## src/rtl/pio_edge_irq_if.sv

```systemverilog
// Avalon-MM slave bus bundle for the PIO edge/IRQ block.
// Latency: pure wiring, no storage.
// Backpressure: none; the slave never inserts wait states.
//
// Signals:
//   address    - word address (0..7)
//   chipselect - slave select
//   write_n    - active-low write strobe
//   writedata  - 32-bit write data
//   readdata   - 32-bit registered read data (driven by the slave)
interface pio_edge_irq_if;
    logic [2:0]  address;
    logic        chipselect;
    logic        write_n;
    logic [31:0] writedata;
    logic [31:0] readdata;

    modport master (
        output address,
        output chipselect,
        output write_n,
        output writedata,
        input  readdata
    );

    modport slave (
        input  address,
        input  chipselect,
        input  write_n,
        input  writedata,
        output readdata
    );
endinterface

```

## src/rtl/pio_edge_irq.sv

```systemverilog
// Parallel I/O port with synchronised inputs, per-bit edge capture and a maskable interrupt.
// Latency: reads 1 cycle; input -> data_in 2 edges, -> edge_capture/edge irq 3 edges.
// Backpressure: none; every write is accepted on the clock it is presented.
//
// Ports:
//   clk       - sole clock, rising edge
//   reset_n   - asynchronous active-low reset
//   bus       - Avalon-MM slave (address/chipselect/write_n/writedata/readdata)
//   in_port   - asynchronous external inputs
//   out_port  - registered output data
//   irq       - active-high interrupt request
//
// Register map (word addresses):
//   0 data        R: synchronised inputs   W: out_port <= writedata
//   1 reserved    R: 0                     W: ignored
//   2 irq_mask    RW
//   3 edge_capture R                       W: write-1-to-clear per bit
//   4 outset      R: 0                     W: out_port <= out_port | writedata
//   5 outclear    R: 0                     W: out_port <= out_port & ~writedata
//   6,7 reserved  R: 0                     W: ignored
module pio_edge_irq #(
    parameter int WIDTH     = 8,   // 1..32
    parameter int EDGE_TYPE = 0,   // 0 rising, 1 falling, 2 any
    parameter int IRQ_TYPE  = 1    // 0 level, 1 edge
) (
    input  logic             clk,
    input  logic             reset_n,
    pio_edge_irq_if.slave    bus,
    input  logic [WIDTH-1:0] in_port,
    output logic [WIDTH-1:0] out_port,
    output logic             irq
);

    localparam logic [2:0] ADDR_DATA     = 3'd0;
    localparam logic [2:0] ADDR_IRQ_MASK = 3'd2;
    localparam logic [2:0] ADDR_EDGE_CAP = 3'd3;
    localparam logic [2:0] ADDR_OUTSET   = 3'd4;
    localparam logic [2:0] ADDR_OUTCLR   = 3'd5;

    // ------------------------------------------------------------------
    // State
    // ------------------------------------------------------------------
    logic [WIDTH-1:0] sync1_q;          // first metastability stage
    logic [WIDTH-1:0] sync2_q;          // data_in as seen by software
    logic [WIDTH-1:0] prev_q;           // sync2 delayed one cycle, for edges
    logic [WIDTH-1:0] out_port_q,     out_port_d;
    logic [WIDTH-1:0] irq_mask_q,     irq_mask_d;
    logic [WIDTH-1:0] edge_capture_q, edge_capture_d;
    logic [31:0]      readdata_q,     readdata_d;

    // ------------------------------------------------------------------
    // Bus decode
    // ------------------------------------------------------------------
    logic             wr_en;
    logic [WIDTH-1:0] wdata;
    logic             unused_wdata;

    assign wr_en = bus.chipselect & ~bus.write_n;
    assign wdata = bus.writedata[WIDTH-1:0];

    // Bits above WIDTH-1 carry no meaning; fold them so they are consumed.
    assign unused_wdata = ^{1'b0, bus.writedata};

    // ------------------------------------------------------------------
    // Input synchroniser and edge detect
    // ------------------------------------------------------------------
    always_ff @(posedge clk or negedge reset_n) begin
        if (!reset_n) begin
            sync1_q <= '0;
            sync2_q <= '0;
            prev_q  <= '0;
        end else begin
            sync1_q <= in_port;
            sync2_q <= sync1_q;
            prev_q  <= sync2_q;
        end
    end

    logic [WIDTH-1:0] edge_det;

    always_comb begin
        edge_det = '0;
        case (EDGE_TYPE)
            0:       edge_det =  sync2_q & ~prev_q;
            1:       edge_det = ~sync2_q &  prev_q;
            default: edge_det =  sync2_q ^  prev_q;
        endcase
    end

    // ------------------------------------------------------------------
    // Register next-state
    // ------------------------------------------------------------------
    logic [WIDTH-1:0] cap_clr;

    always_comb begin
        out_port_d = out_port_q;
        irq_mask_d = irq_mask_q;
        cap_clr    = '0;

        if (wr_en) begin
            case (bus.address)
                ADDR_DATA:     out_port_d = wdata;
                ADDR_IRQ_MASK: irq_mask_d = wdata;
                ADDR_EDGE_CAP: cap_clr    = wdata;
                ADDR_OUTSET:   out_port_d = out_port_q | wdata;
                ADDR_OUTCLR:   out_port_d = out_port_q & ~wdata;
                default:       ;
            endcase
        end

        // A fresh edge in the same cycle as a clear keeps the bit set, so an
        // event arriving while software acknowledges the previous one is not lost.
        edge_capture_d = (edge_capture_q & ~cap_clr) | edge_det;
    end

    // ------------------------------------------------------------------
    // Read mux: sampled every cycle regardless of chipselect
    // ------------------------------------------------------------------
    logic [31:0] data_in_ext;
    logic [31:0] irq_mask_ext;
    logic [31:0] edge_cap_ext;

    always_comb begin
        data_in_ext                = '0;
        irq_mask_ext               = '0;
        edge_cap_ext               = '0;
        data_in_ext[WIDTH-1:0]     = sync2_q;
        irq_mask_ext[WIDTH-1:0]    = irq_mask_q;
        edge_cap_ext[WIDTH-1:0]    = edge_capture_q;

        readdata_d = '0;
        case (bus.address)
            ADDR_DATA:     readdata_d = data_in_ext;
            ADDR_IRQ_MASK: readdata_d = irq_mask_ext;
            ADDR_EDGE_CAP: readdata_d = edge_cap_ext;
            default:       readdata_d = '0;
        endcase
    end

    // ------------------------------------------------------------------
    // Register file
    // ------------------------------------------------------------------
    always_ff @(posedge clk or negedge reset_n) begin
        if (!reset_n) begin
            out_port_q     <= '0;
            irq_mask_q     <= '0;
            edge_capture_q <= '0;
            readdata_q     <= '0;
        end else begin
            out_port_q     <= out_port_d;
            irq_mask_q     <= irq_mask_d;
            edge_capture_q <= edge_capture_d;
            readdata_q     <= readdata_d;
        end
    end

    // ------------------------------------------------------------------
    // Outputs
    // ------------------------------------------------------------------
    assign out_port     = out_port_q;
    assign bus.readdata = readdata_q;

    // Decoded straight from flops so reset clears it without a clock.
    always_comb begin
        if (IRQ_TYPE == 0) begin
            irq = |(sync2_q & irq_mask_q);
        end else begin
            irq = |(edge_capture_q & irq_mask_q);
        end
    end

endmodule

```

## src/flat_wrapper.sv

```systemverilog
// flat-port wrapper written by rule: the top's interface ports become plain ports
module pio_edge_irq_flat 
#(
    parameter int WIDTH     = 8,           
    parameter int EDGE_TYPE = 0,                                
    parameter int IRQ_TYPE  = 1                      
)
  (clk, reset_n, in_port, out_port, irq, bus_address, bus_chipselect, bus_write_n, bus_writedata, bus_readdata);
  pio_edge_irq_if bus_i ();
  input  logic clk;
  input  logic reset_n;
  input  logic [WIDTH-1:0] in_port;
  output logic [WIDTH-1:0] out_port;
  output logic irq;
  input wire logic [$bits(bus_i.address)-1:0] bus_address;
  input wire logic [$bits(bus_i.chipselect)-1:0] bus_chipselect;
  input wire logic [$bits(bus_i.write_n)-1:0] bus_write_n;
  input wire logic [$bits(bus_i.writedata)-1:0] bus_writedata;
  output wire logic [$bits(bus_i.readdata)-1:0] bus_readdata;
  assign bus_i.address = bus_address;
  assign bus_i.chipselect = bus_chipselect;
  assign bus_i.write_n = bus_write_n;
  assign bus_i.writedata = bus_writedata;
  assign bus_readdata = bus_i.readdata;
  pio_edge_irq #(.WIDTH(WIDTH), .EDGE_TYPE(EDGE_TYPE), .IRQ_TYPE(IRQ_TYPE)) u_core (.clk(clk), .reset_n(reset_n), .bus(bus_i), .in_port(in_port), .out_port(out_port), .irq(irq));
endmodule
```

## config.mk

```make
export PLATFORM = sky130hd
export DESIGN_NAME = pio_edge_irq_flat
export DESIGN_NICKNAME = d
export VERILOG_FILES = /design/src/rtl/pio_edge_irq_if.sv /design/src/rtl/pio_edge_irq.sv /design/src/flat_wrapper.sv
export SDC_FILE = /design/constraint.sdc
export NUM_CORES = 1
export LEC_CHECK = 0
export ABC_AREA = 1
export BUFFER_PORTS_ARGS = -buffer_cell sky130_fd_sc_hd__clkbuf_2
export CORE_MARGIN = 2
export CORE_UTILIZATION = 40
export DETAILED_ROUTE_END_ITERATION = 10
export PLACE_DENSITY = 0.67
export RECOVER_POWER = 25
export SKIP_CTS_REPAIR_TIMING = 1
export SLEW_MARGIN = 10
export SYNTH_ARGS = -nofsm -noshare
export SYNTH_HDL_FRONTEND = slang
export SYNTH_SLANG_ARGS = --single-unit
export TNS_END_PERCENT = 5
```

## constraint.sdc

```tcl
create_clock -name clk -period 1.57 [get_ports clk]
set_clock_uncertainty 0.2 [all_clocks]
set_input_delay 0.0785 -clock clk [delete_from_list [all_inputs] [get_ports clk]]
set_output_delay 0.0785 -clock clk [all_outputs]
set_load 0.02 [all_outputs]
```

# After elaboration in Yosys (flattened, before gate mapping)
# Index checks and enable logic that the tools add are counted.
[classes]
eq_ne = 4
n_reduce_logical = 5
muxes = 4
bitwise_logic = 11
[ops]
columns = ["cell", "n"]
rows = [
  ["$pmux W8 S3", 2],
  ["$and A8 B8 Y8", 4],
  ["$not A8 Y8", 3],
  ["$mux W8", 2],
  ["$or A8 B8 Y8", 2],
  ["$reduce_or A8 Y1", 1],
  ["$eq A3 B2 Y1 const B", 2],
  ["$eq A3 B3 Y1 const B", 2],
  ["$reduce_and A2 Y1", 2],
  ["$logic_not A3 Y1", 1],
  ["$reduce_bool A3 Y1", 1],
  ["$and A1 B1 Y1", 1],
  ["$not A1 Y1", 1],
]
[word_totals]
input_bits = 47
reg_bits = 56
word_cells = 31

# Logic depth before layout (Yosys ltp)
[logic_depth]
word_depth = 6
ltp_mapped = 7
depth_no_buf = 6

# Worst setup path before layout
# No wires, ideal clock.
[synth_path]
kind = "register to output"
start = "reg u_core.irq_mask_q[7]"
end = "out irq"
arrival_time_ns = 0.765
path_buffers = 0
required_ns = 1.291
stages_incl_launch_ff = 5
path_slack_ns = 0.526
path_cell_list = "dfrtp_1 nand2_1 nand2_1 a21oi_1 nand3b_1"
[synth_between]
elab_chain_len = 2
[synth_lines]
columns = ["element", "line", "source"]
rows = [
  ["start, declared", "pio_edge_irq.sv:47", "logic [WIDTH-1:0] irq_mask_q, irq_mask_d;"],
  ["start signal, assigned", "pio_edge_irq.sv:151", "irq_mask_q <= irq_mask_d;"],
  ["$and A8 B8 Y8", "pio_edge_irq.sv:168", "irq = |(edge_capture_q & irq_mask_q);"],
  ["$reduce_or A8 Y1", "pio_edge_irq.sv:168", ""],
  ["end, declared", "flat_wrapper.sv:14", "output logic irq;"],
]
# Every way passes these cells.

# Final worst setup path
[layout_path]
start = "reg u_core.edge_capture_q[2]"
end = "out irq"
[layout_between]
elab_chain_len = 2
[layout_lines]
columns = ["element", "line", "source"]
rows = [
  ["start, declared", "pio_edge_irq.sv:48", "logic [WIDTH-1:0] edge_capture_q, edge_capture_d;"],
  ["start signal, assigned", "pio_edge_irq.sv:152", "edge_capture_q <= edge_capture_d;"],
  ["$and A8 B8 Y8", "pio_edge_irq.sv:168", ""],
  ["$reduce_or A8 Y1", "pio_edge_irq.sv:168", ""],
]
# Every way passes these cells.

==> reports/results.tsv <==
metric	value	unit
Ports	88	
initial antenna violation count	0	
number of synthesized register bits	56	
Int Pwr	0.00224	W
Clock Latency Late Sink	0.30	ns
Syn Area/Cell	9.23	µm²
fin nets	372	
count of different cell masters after synthesis	16	
H-tree depth	2	
critical path launch point type	flip-flop	
IO buf count	39	
synth top area cells	dfrtp_1 (59%), nand2_1 (14%), nand3_1 (8.4%), buf_4 (7.9%), inv_1 (2.8%)	
setup TNS	0	ns
drt drc	0	
Routed met2 length	2350	µm
commonest cells after routing, fill and taps aside	nand2_1 (90), dfrtp_1 (56), nand3_1 (40), clkbuf_2 (37), conb_1 (24)	
Pleak	1.54	nW
Power Dens Cells	1060	nW/µm²
Crit. End Element	output port	
vias per cell	4.42	
Slew headroom	28.2	%
post-detail-place hpwl	3140	µm
area share of the largest cell type after synthesis	58.8	%
Clock Sink Count	56	
worst path arrival time	1.22	ns
Hold WC Path Type	in2reg	
vias in the first global route	1527	
commonest non-fill, non-tap cell in the layout	nand2_1	
Sw Pwr	0.000876	W
Final Max Slew Viols	0	
Setup Crit Path Kind	reg2out	
switching share of power	28.1	%
wire length on met3	152	µm
Congestion Overflow GR	0	
final setup violation count	0	
TritonCTS Buffers	5	
DRT Pass-1 Iters	4	
Max-Cap Viols	0	
Worst VDD drop	429	µV
layout cells sized above 1	20.6	%
site row count	28	
Slew @ Worst Pin	1.08	ns
leading area contributor after synthesis	dfrtp_1	
CP max FO	3	
first-pass GRT wire length	7090	µm
CP required	1.29	ns
die height	81.2	µm
Top Metal Used	met4	
CTS tree	built	
Placer Congestion	0.798	
Initial Utilization	40.7	%
synthesized netlist cell count	258	
fin crit period	1.50	ns
die width	81.2	µm
fin util	50.1	%
area grow syn2layout	23.1	%
GRT Total Usage	14.3	%
post-synthesis sequential area ratio	58.8	%
Max Fclk	668	MHz
CP startpoint	u_core.edge_capture_q[2]	
Sequential Power Share	52.7	%
CTS clock-pin slew for the worst setup and hold paths	0.10	ns
Antenna diodes	0	
status	complete, no violations	
wire length per cell	11.5	µm
routed vias	1773	
Mapped Area	2380	µm²
Final Cycle Share	95.4	%
final wirelength	4610	µm
Clock power frac	30.0	%
die area	6590	µm²
root buffer cell	clkbuf_8	
Synth Warn #	0	
Routed Antenna Nets	0	
Met1 Wirelength	2060	µm
Power, Total	0.00312	W
Max Root-Sink Buffers	2	
Hold Path Origin	bus_address[0]	
worst reg2reg startpoint	u_core.irq_mask_q[2]	
RSZ-0062 raised after global routing	yes	
core area	5850	µm²
Hold Fails Final Rpt	0	
combinational group share of total power	17.4	%
Iter 0 DRT Violations	111	
largest net degree at the start of global routing	22	
## per-stage QoR
stage	cell area (µm²)	setup WS, ns	hold WS, ns	std cells
detailed placement	2600	0.323	-0.135	371
CTS	2710	0.0328	-0.474	379
global placement	2600	0.339	-0.141	371
floorplan	2470	0.526	-0.417	281
global route	2930	-0.0450	0.0531	401
finish	2930	0.0723	0.0273	401
## synth_stat cells, drive strengths merged
master and count:
buf 29, dfrtp 56, nand3 40, conb 1, nand2 94, nor2 5, a21oi 2, o21ai 8
nand3b 1, inv 22
## logic make-up (layout without fill, tap and decap cells)
family / after synthesis / count (layout) / synth area share, %
other: 1 / 24 / 0.157
buffers and inverters: 51 / 96 / 12.7
AOI/OAI and AO/OA: 10 / 10 / 2.10
and+or+nand+nor: 140 / 140 / 26.2
DFF: 56 / 56 / 58.8
## final cells by class
| class | instances | area, µm² |
|---|---|---|
| Clock buffer | 5 | 68.8 |
| Tap cell | 75 | 93.8 |
| Fill cell | 576 | 2920 |
| Clock inverter | 3 | 42.5 |
| Sequential cell | 56 | 1400 |
| Multi-Input combinational cell | 174 | 768 |
| Timing Repair Buffer | 66 | 475 |
| Inverter | 22 | 82.6 |
## sequential cells by signal, indices dropped and copies added (netlist names)
register / cells
u_core.sync1_q: 8
u_core.edge_capture_q: 8
u_core.sync2_q: 8
u_core.irq_mask_q: 8
u_core.out_port: 8
u_core.bus.readdata: 8
u_core.prev_q: 8
## critical path, cell delays in order, from the launching register on
cell	delay [ns]
dfrtp_1	0.41
nand2_1	0.07
nand2_1	0.06
a21oi_2	0.10
nand3b_1	0.12
buf_6	0.15
## worst paths after layout
kind | endpoint | slack (ns) | cells after the start
setup / recovery | irq | 0.07 | 5
hold / removal | u_core.bus.readdata[3] | 0.03 | 5
setup reg to reg | u_core.bus.readdata[2] | 0.56 | 3
hold reg to reg | u_core.sync2_q[7] | 0.16 | 0
max in group asynchronous | u_core.prev_q[2] | 0.23 | 3
min in group asynchronous | u_core.sync1_q[7] | 0.28 | 2
## layer usage
metal / vias to the layer above / GRT usage (%)
met5: - / 0
met4: 0 / 4.58
met3: 5 / 3.33
met2: 34 / 22.8
met1: 844 / 19.2
li1: 890 / -
## power by group through the flow
stage / sequential [W] / clock, W / combinational (W)
final: 0.00164 / 0.000935 / 0.000542
after floorplan: 0.00172 / 0 / 0.000286
after global placement: 0.00167 / 0 / 0.000470
after CTS: 0.00164 / 0.000963 / 0.000477
after global routing: 0.00166 / 0.00103 / 0.000607
after detailed placement: 0.00167 / 0 / 0.000476
Power figures use the tool's default switching activity.
